===== src/rtl/ncl_counter_sequencer.sv =====
// ncl_counter_sequencer
//   Clocked front end for the dual-rail NCL counter ring. It arbitrates two
//   synchronous increment clients, issues one DATA/NULL wavefront on the
//   ring's carry-in for each grant, consumes the sum and carry-out digits, and
//   mirrors them into a binary count with a sticky overflow flag.
//
// Ports
//   clk        rising-edge clock
//   init       asynchronous active-high reset (shared with the ring)
//   req[1:0]   per-client increment request (level, held until ack)
//   ack[1:0]   one-cycle completion pulse for the granted client
//   cin_t/f    dual-rail carry-in to digit 0 (registered)
//   cin_comp   digit-0 completion (async): 1 = DATA taken, 0 = NULL taken
//   sum_t/f    dual-rail sum digits (async)
//   sum_comp   per-digit consume acknowledge
//   cout_t/f   dual-rail carry-out of the top digit (async)
//   cout_comp  carry-out consume acknowledge
//   count      binary mirror of the captured sum digits
//   ovf        sticky carry-out DATA-1
//   busy       FSM not in IDLE
//   err        sticky handshake timeout or illegal (1,1) rail code

// Per-digit consumer: synchronizes one dual-rail pair and keeps the captured
// value plus the completion it returns to the ring.
module ncl_digit_consume #(
  parameter int SYNC_STAGES = 2
) (
  input  logic clk,
  input  logic init,
  input  logic i_t,
  input  logic i_f,
  output logic o_val,
  output logic o_comp,
  output logic o_illegal
);
  logic [SYNC_STAGES-1:0] r_t_sync, r_f_sync;
  logic                   r_val, r_comp;
  logic                   w_t, w_f;

  always_ff @(posedge clk or posedge init) begin
    if (init) begin
      r_t_sync <= '0;
      r_f_sync <= '0;
    end else begin
      r_t_sync <= {r_t_sync[SYNC_STAGES-2:0], i_t};
      r_f_sync <= {r_f_sync[SYNC_STAGES-2:0], i_f};
    end
  end

  assign w_t = r_t_sync[SYNC_STAGES-1];
  assign w_f = r_f_sync[SYNC_STAGES-1];

  // DATA captures and acknowledges; NULL releases the acknowledge but keeps
  // the value; (1,1) is illegal and leaves everything as it was.
  always_ff @(posedge clk or posedge init) begin
    if (init) begin
      r_val  <= 1'b0;
      r_comp <= 1'b0;
    end else begin
      case ({w_t, w_f})
        2'b10:   begin r_val <= 1'b1; r_comp <= 1'b1; end
        2'b01:   begin r_val <= 1'b0; r_comp <= 1'b1; end
        2'b00:   r_comp <= 1'b0;
        default: ;
      endcase
    end
  end

  assign o_val     = r_val;
  assign o_comp    = r_comp;
  assign o_illegal = w_t & w_f;
endmodule

module ncl_counter_sequencer #(
  parameter int WIDTH       = 32,
  parameter int SYNC_STAGES = 2,
  parameter int TIMEOUT     = 255
) (
  input  logic             clk,
  input  logic             init,
  input  logic [1:0]       req,
  output logic [1:0]       ack,
  output logic             cin_t,
  output logic             cin_f,
  input  logic             cin_comp,
  input  logic [WIDTH-1:0] sum_t,
  input  logic [WIDTH-1:0] sum_f,
  output logic [WIDTH-1:0] sum_comp,
  input  logic             cout_t,
  input  logic             cout_f,
  output logic             cout_comp,
  output logic [WIDTH-1:0] count,
  output logic             ovf,
  output logic             busy,
  output logic             err
);
  localparam int TW = (TIMEOUT < 2) ? 1 : $clog2(TIMEOUT + 1);
  localparam logic [TW-1:0] TMO_LAST = TW'(TIMEOUT - 1);

  typedef enum logic [2:0] {S_IDLE, S_DATA, S_NULL, S_DONE, S_ERR} state_t;

  state_t                 r_state, w_next;
  logic [SYNC_STAGES-1:0] r_cc_sync;
  logic                   w_cc;
  logic [TW-1:0]          r_tmo;
  logic                   r_grant, r_prio, w_grant_new;
  logic [1:0]             r_ack;
  logic                   r_cin_t, r_err, r_ovf;
  logic [WIDTH-1:0]       w_sum_illegal;
  logic                   w_cout_val, w_cout_illegal;

  // Digit consumers, one per sum digit plus one for the carry-out.
  for (genvar g = 0; g < WIDTH; g++) begin : g_digit
    ncl_digit_consume #(.SYNC_STAGES(SYNC_STAGES)) u_digit (
      .clk       (clk),
      .init      (init),
      .i_t       (sum_t[g]),
      .i_f       (sum_f[g]),
      .o_val     (count[g]),
      .o_comp    (sum_comp[g]),
      .o_illegal (w_sum_illegal[g])
    );
  end

  ncl_digit_consume #(.SYNC_STAGES(SYNC_STAGES)) u_cout (
    .clk       (clk),
    .init      (init),
    .i_t       (cout_t),
    .i_f       (cout_f),
    .o_val     (w_cout_val),
    .o_comp    (cout_comp),
    .o_illegal (w_cout_illegal)
  );

  always_ff @(posedge clk or posedge init) begin
    if (init) r_cc_sync <= '0;
    else      r_cc_sync <= {r_cc_sync[SYNC_STAGES-2:0], cin_comp};
  end
  assign w_cc = r_cc_sync[SYNC_STAGES-1];

  // With both clients asking, the priority holder wins; otherwise whoever asks.
  assign w_grant_new = (req == 2'b11) ? r_prio : req[1];

  always_comb begin
    w_next = r_state;
    case (r_state)
      S_IDLE: if (|req) w_next = S_DATA;
      S_DATA: begin
        if (w_cc)                   w_next = S_NULL;
        else if (r_tmo == TMO_LAST) w_next = S_ERR;
      end
      S_NULL: begin
        if (!w_cc)                  w_next = S_DONE;
        else if (r_tmo == TMO_LAST) w_next = S_ERR;
      end
      S_DONE: w_next = S_IDLE;
      S_ERR:  w_next = S_ERR;
      default: w_next = S_ERR;
    endcase
  end

  always_ff @(posedge clk or posedge init) begin
    if (init) begin
      r_state <= S_IDLE;
      r_tmo   <= '0;
      r_grant <= 1'b0;
      r_prio  <= 1'b0;
      r_ack   <= 2'b00;
      r_cin_t <= 1'b0;
      r_err   <= 1'b0;
      r_ovf   <= 1'b0;
    end else begin
      r_state <= w_next;
      // cin is driven from the next state so it changes on the same edge as
      // the FSM and is glitch-free toward the ring.
      r_cin_t <= (w_next == S_DATA);
      r_ack   <= (w_next == S_DONE) ? 2'(2'b01 << r_grant) : 2'b00;
      if (r_state == S_IDLE && w_next == S_DATA) r_grant <= w_grant_new;
      if (r_state == S_DONE)                     r_prio  <= ~r_grant;
      // Timeout restarts on every state change, so each handshake phase gets
      // its own budget.
      if (w_next != r_state)                            r_tmo <= '0;
      else if (r_state == S_DATA || r_state == S_NULL)  r_tmo <= r_tmo + 1'b1;
      r_err <= r_err | (|w_sum_illegal) | w_cout_illegal | (w_next == S_ERR);
      r_ovf <= r_ovf | w_cout_val;
    end
  end

  assign ack   = r_ack;
  assign cin_t = r_cin_t;
  // Only increments are ever issued, so the false rail never carries DATA.
  assign cin_f = 1'b0;
  assign ovf   = r_ovf;
  assign err   = r_err;
  assign busy  = (r_state != S_IDLE);
endmodule


===== config.mk =====
export PLATFORM = sky130hd
export DESIGN_NAME = ncl_counter_sequencer
export DESIGN_NICKNAME = d
export VERILOG_FILES = /design/src/rtl/ncl_counter_sequencer.sv
export SDC_FILE = /design/constraint.sdc
export NUM_CORES = 1
export LEC_CHECK = 0
export ABC_AREA = 1
export CAP_MARGIN = 10
export CELL_PAD_IN_SITES_DETAIL_PLACEMENT = 1
export CELL_PAD_IN_SITES_GLOBAL_PLACEMENT = 2
export CORE_MARGIN = 2
export CORE_UTILIZATION = 33
export DETAILED_ROUTE_END_ITERATION = 12
export PLACE_DENSITY_LB_ADDON = 0.1
export SETUP_SLACK_MARGIN = 0.15
export SLEW_MARGIN = 15
export SYNTH_ARGS = -nofsm -noshare
export SYNTH_HDL_FRONTEND = slang
export SYNTH_HIERARCHICAL = 1
export SYNTH_SLANG_ARGS = --single-unit

===== constraint.sdc =====
create_clock -name clk -period 1.7 [get_ports clk]
set_input_delay 0.255 -clock clk [delete_from_list [all_inputs] [get_ports clk]]
set_output_delay 0.255 -clock clk [all_outputs]
set_load 0.02 [all_outputs]

==> flow_summary.ini <==
[placement]
post-place-ws_ns = 0.03228
io_buffers = 141
placed_cell_area_um2 = 10880
hpwl_mm = 13.22
gp_congestion = 0.7185

[power_and_ir_drop]
p_per_area_nw_per_um2 = 1121
leakage_nw = 6.290
ir_drop_uv = 723.3

[cells_and_area]
drive_above_1_share_pct = 13.01
area_growth_pct = 34.51
final_area_um2 = 12090
nNetsFinal = 1218
fill_cells = 2939
antennaDiodeCount = 0

[cts]
cts_made_buffers = 26
clock-sinks = 218
cts_tree = built
cts.clk_slew.worst_paths_ns = 0.06
cts_buffer_depth = 3
cts_max_level = 1
cts-root-buf = clkbuf_16
clk_latency_ns = 0.52

[floorplan]
start_util_pct = 33.43
die_y_um = 169.0
dieArea_um2 = 28560
core_um2 = 26880
io_pins = 143
row_count = 60
die_w_um = 169.0

[grt]
grt_usage_pct = 12.66
antenna_found_initial = 0
grt_max_degree = 20
grt_pass1_wl_mm = 28.86
grt_pass1_vias = 5830
gr-total-overflow = 0

[setup_path]
path_buf_inv = 1
ff2ff_path_depth = 6
crit_family = flip-flops
endpoint_kind = output port
crit_arrival_ns = 1.31
max_stage_delay_ns = 0.43
path_max_fanout = 3
worst_path_max_delay_cell = dfrtp_2
cp.depth = 3
critPathRequiredTime_ns = 1.44
path_cells = nor2_4, nand2_2, buf_6
worstSetupStartpointType = flip-flop
criticalPathCategory = flip-flop to output port

[drt]
vias = 5597
wl_mm = 17.88
vias_per_cell = 4.082
drt_first_iter_violations = 169
drc_errors = 0
wl_per_cell_um = 13.04
dr.pass1.iters = 4
ant_nets = 0

[timing]
drv_slew = 0
fmax_mhz = 640.3
slew_headroom_pct = 64.95
tns_ns = 0
worst_slew_pin_slew_ns = 0.5257
finalHoldViolCount = 0
fin_skew_ns = 0.006283
period_minus_slack_ns = 1.562
setup_viol = 0
fin_crit_sh_pct = 91.87
finalWorstSetupSlack_ns = 0.1382
whs_ns = 0.1682
rsz0062_at_grt = yes

[synthesis]
synthDistinctLibCells = 25
syn_avg_cell_area_um2 = 11.19
synth_seq_cells = 218
yosys.area.top_type = dfrtp_1
ys_seq_area_share_pct = 60.72
synth_edf_count = 0
ys_top_cells_by_count = dfrtp_1 (218), inv_1 (184), nand2_1 (167)
synthTopCellsByArea = dfrtp_1 (61%), ha_1 (19%), inv_1 (7.7%), nand2_1 (7.0%), o21ai_1 (1.8%)
syn_nets = 1008
synth_flop_cell = dfrtp_1
yosys_warnings = 6
netlist_area_um2 = 8985
synth_most_common_cell = dfrtp_1
synthArstFlopShare_pct = 100.0
synth_top_area_share_pct = 60.72
synthCells = 803

[worst_hold_path]
holdCritPathClass = primary input to flip-flop
min_path_cells = 1

[status]
status = completed

[flow_run]
drv_cap = 0
==> stage by stage <==
step	instances	util, %	power (mW)
final	1371	44.97	13.54
after global routing	1371	44.97	14.30
after CTS	1351	43.99	13.63
after detailed placement	1292	40.49	8.051
after global placement	1292	40.49	8.029
after floorplan	803	-	7.040
==> final cells by class <==
class | instances | area (um2) | share of cell area (%)
clock buffers | 41 | 808.3 | 6.688
clock inverters | 4 | 70.07 | 0.5798
inverters | 185 | 695.7 | 5.756
multi-input cells | 399 | 2977 | 24.63
flip-flops and latches | 218 | 5458 | 45.16
well taps | 341 | 426.7 | 3.530
repair buffers | 183 | 1650 | 13.66
==> metal layers <==
metal	part of all wire, %	up-vias	track usage [%]
met5	0	-	0
met4	2.4	0	3.530
met3	6.1	34	3.764
met2	48	107	20.67
met1	44	2679	16.43
li1	-	2777	-
==> worst reg2reg max path: stages (launching register included) <==
cell and delay, ns:
dfrtp_1 0.41, ha_2 0.18, or2_4 0.26, nor3_4 0.19, nand3_2 0.10, nor2_2 0.12
nand3_1 0.08
==> layout by cell type, fill, tap and decap left out, types with 8 or more instances in the layout <==
cell type,Yosys,routed
nor2_1,20,15
ha_1,134,124
nand2_1,167,160
o21ai_1,33,33
clkbuf_8,0,8
clkdlybuf4s15_1,0,12
buf_4,1,40
nand2_2,1,8
nand3_1,14,11
ha_2,0,10
dlygate4sd2_1,0,54
inv_1,184,182
clkbuf_16,0,27
clkdlybuf4s50_1,0,69
dfrtp_1,218,216
==> cells by family (layout without fill, tap and decap cells) <==
group                      Yosys count  count (layout)  share of synthesized area [%]
DFF                                218             218                          60.72
other                                1               1                        0.04174
and+or+nand+nor                    220             220                          10.07
adders and majority gates          134             134                          18.66
buffers and inverters              186             413                          7.826
AOI/OAI and AO/OA                   40              40                          2.298
xor gates and xnor gates             4               4                         0.3900
==> sequential cells by signal, summed over array words and instances (netlist names) <==
| name | count |
|---|---|
| r_grant | 1 |
| r_prio | 1 |
| ack | 2 |
| ovf | 1 |
| u_cout/r_t_sync | 2 |
| g_digit.u_digit/r_f_sync | 64 |
| cin_t | 1 |
| g_digit.u_digit/o_comp | 32 |
| u_cout/r_f_sync | 2 |
| u_cout/o_comp | 1 |
| err | 1 |
| r_state | 3 |
| u_cout/o_val | 1 |
| g_digit.u_digit/r_t_sync | 64 |
| r_cc_sync | 2 |
| r_tmo | 8 |
| g_digit.u_digit/o_val | 32 |
==> power by group <==
| part | internal (mW) | total (mW) | switching (mW) |
|---|---|---|---|
| Combinational | 0.858 | 2.07 | 1.21 |
| Clock | 3.53 | 5.59 | 2.07 |
| Sequential | 5.62 | 5.88 | 0.260 |
==> worst paths after layout <==
| kind | start | to | slack (ns) |
|---|---|---|---|
| max in group asynchronous | init | r_state[0]$_DFF_PP0_ | 0.82 |
| min in group asynchronous | init | ovf$_DFF_PP0_ | 0.39 |
| min reg2reg | g_digit[8].u_digit/r_t_sync[0]$_DFF_PP0_ | g_digit[8].u_digit/r_t_sync[1]$_DFF_PP0_ | 0.35 |
| max | r_state[1]$_DFF_PP0_ | busy | 0.14 |
| min | sum_t[3] | g_digit[3].u_digit/r_t_sync[0]$_DFF_PP0_ | 0.17 |
| max reg2reg | g_digit[16].u_digit/r_f_sync[1]$_DFF_PP0_ | err$_DFF_PP0_ | 0.23 |
==> what timing repair did <==
item | CTS | global route
buffers inserted | 13 | 20
endpoints found under the hold margin | 91 | 0
endpoints found under the setup margin | 72 | 24
pin swaps | 7 | 14
gates resized for setup | 85 | 56
hold buffers | 1 | 0
(Power assumes the default switching activity.)
